`src/rtl/life_pkg.sv`:
```
// Shared FSM state type, Life rule constants and the neighbour popcount
// used by the row engine and its per-column cells.
package life_pkg;

    typedef enum logic [1:0] {
        FILL   = 2'd0,
        STREAM = 2'd1,
        FLUSH  = 2'd2
    } state_t;

    localparam logic [3:0] LIFE_BIRTH_COUNT   = 4'd3;
    localparam logic [3:0] LIFE_SURVIVE_COUNT = 4'd2;

    function automatic logic [3:0] popcount8(input logic [7:0] v);
        logic [3:0] s;
        s = '0;
        for (int i = 0; i < 8; i++) begin
            s = s + {3'b000, v[i]};
        end
        return s;
    endfunction

endpackage

```
`src/rtl/life_row_engine_if.sv`:
```
// Row stream interface between producer, Life row engine and consumer.
// A beat moves on a rising edge when valid & ready are both 1; the sender
// holds data/valid stable until that edge, and ready may depend on valid.
interface life_row_engine_if #(
    parameter int WIDTH = 16
);
    logic [WIDTH-1:0] in_row;
    logic             in_valid;
    logic             in_ready;
    logic [WIDTH-1:0] out_row;
    logic             out_valid;
    logic             out_last;
    logic             out_ready;

    modport engine (
        input  in_row, in_valid, out_ready,
        output in_ready, out_row, out_valid, out_last
    );

    modport env (
        output in_row, in_valid, out_ready,
        input  in_ready, out_row, out_valid, out_last
    );
endinterface

```
`src/rtl/life_cell.sv`:
```
// One column of the Life rule: popcount of the 8 neighbours, then
// birth on exactly 3, survival on exactly 2 for a live cell.
module life_cell
    import life_pkg::*;
(
    input  logic [7:0] nbr,
    input  logic       alive,
    output logic       alive_next
);
    logic [3:0] count;

    assign count      = popcount8(nbr);
    assign alive_next = (count == LIFE_BIRTH_COUNT) |
                        (alive & (count == LIFE_SURVIVE_COUNT));
endmodule

```
`src/rtl/life_row_engine.sv`:
```
// Streaming Conway next-generation engine: two-row line buffer, one life_cell
// per column, registered output slot. Define LIFE_ROW_WRAP_EN for toroidal columns.
module life_row_engine
    import life_pkg::*;
#(
    parameter int WIDTH  = 16,
    parameter int HEIGHT = 16
) (
    input  logic                 clk,
    input  logic                 rst_n,
    life_row_engine_if.engine    bus,
    output state_t               fsm_state
);
    localparam int CW = $clog2(HEIGHT);

    state_t           state;
    state_t           state_nxt;
    logic [CW-1:0]    count;
    logic [WIDTH-1:0] above;
    logic [WIDTH-1:0] cur;
    logic [WIDTH-1:0] below;
    logic [WIDTH-1:0] next_row;
    logic [WIDTH-1:0] out_row_q;
    logic             out_valid_q;
    logic             out_last_q;
    logic             slot_free;
    logic             in_ready;
    logic             in_xfer;
    logic             last_in;
    logic             load_out;
    logic [WIDTH+1:0] above_x;
    logic [WIDTH+1:0] cur_x;
    logic [WIDTH+1:0] below_x;

    assign slot_free = !out_valid_q | bus.out_ready;
    assign in_xfer   = bus.in_valid & in_ready;
    assign last_in   = (count == CW'(HEIGHT - 1));
    // The row below the last row of the frame is dead.
    assign below     = (state == FLUSH) ? '0 : bus.in_row;

    always_comb begin
        state_nxt = state;
        in_ready  = 1'b0;
        load_out  = 1'b0;
        unique case (state)
            FILL: begin
                in_ready = 1'b1;
                if (bus.in_valid) state_nxt = STREAM;
            end
            STREAM: begin
                in_ready = slot_free;
                if (bus.in_valid && slot_free) begin
                    load_out = 1'b1;
                    if (last_in) state_nxt = FLUSH;
                end
            end
            FLUSH: begin
                if (slot_free) begin
                    load_out  = 1'b1;
                    state_nxt = FILL;
                end
            end
            default: state_nxt = FILL;
        endcase
    end

    always_ff @(posedge clk) begin
        if (!rst_n) begin
            state       <= FILL;
            count       <= '0;
            above       <= '0;
            cur         <= '0;
            out_row_q   <= '0;
            out_valid_q <= 1'b0;
            out_last_q  <= 1'b0;
        end else begin
            state <= state_nxt;
            if (in_xfer) begin
                cur <= bus.in_row;
                if (state == FILL) begin
                    above <= '0;
                    count <= CW'(1);
                end else begin
                    above <= cur;
                    if (!last_in) count <= count + CW'(1);
                end
            end else if (state == FLUSH && slot_free) begin
                count <= '0;
            end

            // A load and a drain in the same cycle simply replace the slot.
            if (load_out) begin
                out_row_q   <= next_row;
                out_valid_q <= 1'b1;
                out_last_q  <= (state == FLUSH);
            end else if (bus.out_ready) begin
                out_valid_q <= 1'b0;
                out_last_q  <= 1'b0;
            end
        end
    end

    // Padded rows: index j holds column j-1, so 0 and WIDTH+1 are the edges.
`ifdef LIFE_ROW_WRAP_EN
    assign above_x = {above[0], above, above[WIDTH-1]};
    assign cur_x   = {cur[0],   cur,   cur[WIDTH-1]};
    assign below_x = {below[0], below, below[WIDTH-1]};
`else
    assign above_x = {1'b0, above, 1'b0};
    assign cur_x   = {1'b0, cur,   1'b0};
    assign below_x = {1'b0, below, 1'b0};
`endif

    for (genvar i = 0; i < WIDTH; i++) begin : g_col
        logic [7:0] nbr;
        assign nbr = {above_x[i+2], above_x[i+1], above_x[i],
                      cur_x[i+2],                 cur_x[i],
                      below_x[i+2], below_x[i+1], below_x[i]};
        life_cell u_cell (
            .nbr        (nbr),
            .alive      (cur[i]),
            .alive_next (next_row[i])
        );
    end

    assign bus.in_ready  = in_ready;
    assign bus.out_row   = out_row_q;
    assign bus.out_valid = out_valid_q;
    assign bus.out_last  = out_last_q;
    assign fsm_state     = state;
endmodule

```
`src/flat_wrapper.sv`:
```
// flat-port wrapper written by rule: the top's interface ports become plain ports
module life_row_engine_flat import life_pkg::*;
#(
    parameter int WIDTH  = 16,
    parameter int HEIGHT = 16
)
  (clk, rst_n, fsm_state, bus_in_row, bus_in_valid, bus_out_ready, bus_in_ready, bus_out_row, bus_out_valid, bus_out_last);
  life_row_engine_if #(.WIDTH(WIDTH)) bus_i ();
  input  logic clk;
  input  logic rst_n;
  output state_t fsm_state;
  input wire logic [$bits(bus_i.in_row)-1:0] bus_in_row;
  input wire logic [$bits(bus_i.in_valid)-1:0] bus_in_valid;
  input wire logic [$bits(bus_i.out_ready)-1:0] bus_out_ready;
  output wire logic [$bits(bus_i.in_ready)-1:0] bus_in_ready;
  output wire logic [$bits(bus_i.out_row)-1:0] bus_out_row;
  output wire logic [$bits(bus_i.out_valid)-1:0] bus_out_valid;
  output wire logic [$bits(bus_i.out_last)-1:0] bus_out_last;
  assign bus_i.in_row = bus_in_row;
  assign bus_i.in_valid = bus_in_valid;
  assign bus_i.out_ready = bus_out_ready;
  assign bus_in_ready = bus_i.in_ready;
  assign bus_out_row = bus_i.out_row;
  assign bus_out_valid = bus_i.out_valid;
  assign bus_out_last = bus_i.out_last;
  life_row_engine #(.WIDTH(WIDTH), .HEIGHT(HEIGHT)) u_core (.clk(clk), .rst_n(rst_n), .bus(bus_i), .fsm_state(fsm_state));
endmodule
```
`config.mk`:
```
export PLATFORM = sky130hd
export DESIGN_NAME = life_row_engine_flat
export DESIGN_NICKNAME = d
export VERILOG_FILES = /design/src/rtl/life_pkg.sv /design/src/rtl/life_row_engine_if.sv /design/src/rtl/life_cell.sv /design/src/rtl/life_row_engine.sv /design/src/flat_wrapper.sv
export SDC_FILE = /design/constraint.sdc
export NUM_CORES = 1
export LEC_CHECK = 0
export CAP_MARGIN = 10
export CORE_ASPECT_RATIO = 1.5
export CORE_MARGIN = 4
export CORE_UTILIZATION = 56
export DETAILED_ROUTE_END_ITERATION = 12
export GPL_TIMING_DRIVEN = 0
export HOLD_SLACK_MARGIN = 0.08
export PLACE_DENSITY = 0.83
export SYNTH_ARGS = -nofsm -noshare
export SYNTH_HDL_FRONTEND = slang
export SYNTH_SLANG_ARGS = --single-unit
export TNS_END_PERCENT = 5
```
`constraint.sdc`:
```
create_clock -name clk -period 5.6 [get_ports clk]
set_input_delay 1.4 -clock clk [delete_from_list [all_inputs] [get_ports clk]]
set_output_delay 1.4 -clock clk [all_outputs]
set_load 0.01 [all_outputs]
```
==> results of run 1 <==
==> placed cells by master, fill, tap and decap left out, types with 5 or more instances in the layout <==
cell type / netlist / final
nand3b_1: 23 / 23
clkdlybuf4s50_1: 0 / 36
clkbuf_1: 15 / 16
a21o_1: 15 / 15
dfxtp_1: 56 / 56
clkbuf_16: 0 / 5
buf_2: 12 / 12
fa_1: 47 / 47
o21a_1: 7 / 7
o31ai_1: 6 / 6
a21boi_1: 5 / 5
o211ai_1: 8 / 8
a31oi_1: 5 / 5
nor2_1: 26 / 26
a21oi_1: 8 / 8
nand2b_1: 7 / 7
o21ai_0: 21 / 21
a21boi_0: 34 / 34
nand3_1: 23 / 23
xnor2_1: 18 / 18
nand2_1: 55 / 55
inv_1: 79 / 79
ha_1: 52 / 52
nor2b_1: 12 / 12
==> state kept, by name, summed over array words and instances (netlist names) <==
| name | count |
|---|---|
| u_core.above | 16 |
| u_core.bus.out_last | 1 |
| u_core.bus.out_row | 16 |
| u_core.bus.out_valid | 1 |
| u_core.count | 4 |
| u_core.cur | 16 |
| u_core.fsm_state | 2 |
==> cell type report <==
type | instances | area share
Multi-Input combinational cell | 411 | 0.615
Sequential cell | 56 | 0.196
Timing Repair Buffer | 36 | 0.0629
Inverter | 79 | 0.0518
Tap cell | 110 | 0.0240
Clock buffer | 6 | 0.0225
Buffer | 28 | 0.0210
Clock inverter | 2 | 0.00677
==> metrics by stage <==
step / std cells / setup WS (ns)
after floorplan: 574 / 1.16
after global placement: 720 / 0.540
after detailed placement: 720 / 0.472
after CTS: 728 / 0.775
after global routing: 728 / 0.573
final: 728 / 0.789
==> worst paths after layout <==
| check | end | depth (start not counted) |
|---|---|---|
| min reg2reg | u_core.above[10] | 2 |
| min | u_core.above[10] | 2 |
| max reg2reg | u_core.bus.out_row[1] | 18 |
| max | u_core.bus.out_row[1] | 14 |
==> logic make-up after synthesis <==
kind of cell    count (synthesis)  synth area share
compound gates                122             0.167
xor+xnor                       22            0.0381
fa+ha+maj                      99             0.314
buf+inv                       107            0.0823
flops                          56             0.221
mux                             1           0.00198
simple gates                  167             0.175
==> worst max-delay path: cells and delay by family <==
kind | cells | cell delay (ns)
and+or+nand+nor | 2 | 0.68
adders and majority gates | 5 | 1.91
xor gates and xnor gates | 1 | 0.09
AOI/OAI and AO/OA | 1 | 0.13
buffers and inverters | 5 | 0.85
==> power by group through the flow <==
stage,Sequential (mW),Combinational (mW),Clock (mW)
floorplan,0.446,0.345,0
global placement,0.452,0.436,0
detailed placement,0.453,0.471,0
CTS,0.444,0.475,0.375
global route,0.448,0.543,0.391
finish,0.444,0.474,0.374
==> layer usage <==
metal,wire length [um],vias to the layer above,share of wire
li1,-,1994,-
met1,4580,2066,0.36
met2,7020,109,0.55
met3,631,33,0.050
met4,431,0,0.034
met5,0,-,0
==> metrics, run 1 <==
outcome finished, final reports clean; total iterations of the first detailed-routing run 5; Resized cells post-CTS 0; Tmin final between 4 and 5 ns; total CTS buffers 5; Post-Syn Area ~5100 um2; Design Area, Final ~5700 um2; Synth area leaders dfxtp_1, fa_1, ha_1; cell taking the most area after synthesis dfxtp_1; Via Count 4202; Root Buffer clkbuf_16; sequential share of the synthesized area 0.221; Synth Warn # 0; Hold WS approximately 0.45 ns; Post-synth ARST share 0; Slew Limit Fails 0; fmax 208 MHz; gr usage total 0.254; Die H 124 um; ant diodes 0; Mapped Avg Cell Area slightly below 9 um2; pwr dens approximately 230 nW/um2; Syn Inst Count ~570; Nets ~740; Final Hold Vio Count 0; slowest stage delay, CP 0.54 ns; CP Max Fanout 4; Multi-input gate area ~3500 um2; final wirelength 12.7 mm; setup slack, reg-to-reg slightly above 0.8 ns; clock slew at reported path FFs 0.07 ns; first-pass GRT wire length 21.6 mm; Setup Buffers After CTS 0; register area ~1100 um2; FF+latch count, synth 56; Clk pwr share 0.289; clk_lat worst skew about 0.31 ns; FILL cells between 700 and 800; I/O pins slightly above 40; Startpoint Class input port; internal power between 0.8 and 0.9 mW; dpl hpwl just under 10 mm; Die X around 86 um; Synth top cells by count inv_1, dfxtp_1, nand2_1; worst rel slew slack 0.471; Core Box Area slightly below 9000 um2; antenna viol nets, final 0; Die Footprint 10700 um2; CP Data Arrival Time a little over 5 ns; RSZ-0062 raised after global routing no; CP startpoint bus_in_row[1]; worst slew pin tran approximately 0.79 ns; total gr overflow 0; worst vdd ir roughly 0.13 mV; Sw Pwr approximately 0.46 mW; met3 Use GR 0.0344; Top cell by count, worst path inv_1; reg2reg start u_core.fsm_state[0]; Residual DRC 0; pin count of the biggest net entering global routing 18; antenna violations before repair 0; Mapped Nets about 690; Netlist cell types 45; Pwr Total approximately 1.3 mW; crit path cell chain clkdlybuf4s50_1 -> nor2b_1 -> ha_1 -> inv_1 -> xnor2_1 -> ha_1 -> inv_1 -> fa_1 -> inv_1 -> fa_1 -> inv_1 -> fa_1 -> or4_1 -> a21boi_1; Slowest cell on crit path clkdlybuf4s50_1; Main synth FF type dfxtp_1; CTS Sinks 56; Max clock buf depth 2; critical hold path startpoint u_core.above[10]; Setup crit end kind flip-flop; Clock Skews just over 0.009 ns; Worst Hold Class reg2reg; CP required between 5 and 6 ns; iteration-0 DRC count of the detailed router about 240; Placement Rows 42; top cell type's share of synthesized area 0.221; Final Util 0.649; routed len/inst around 17 um; Comb pwr share 0.367; Net Sw Frac 0.352; Max-Cap Viols 0; DP Area between 5000 and 6000 um2; Seq pwr share 0.343; setup TNS 0 ns; Placer Congestion 0.849; GR Util met2 0.475; cts-stage hold buffer count 0; layout cells sized above 1 0.0372; Final setup viols 0; Pleak around 2.6 nW; most crowded layer after global routing met2; vias in the first global route 4600; count leader, synth inv_1; Starting Density 0.574; CTS tree yes; H-tree depth 2; DR vias/cell 5.77; number of buffers added on ports 36; M1 GR Usage 0.269; Layout area overhead 13.1%; Post-synth EDFFs 0; fin crit share 0.859; critical path class in2reg
(Power assumes the default switching activity.)
==> run 2: changes to the inputs <==
- CAP_MARGIN: 10 -> unset
==> results of run 2 <==
Same layout as run 1: the final DEF is identical, and so are final timing and power.
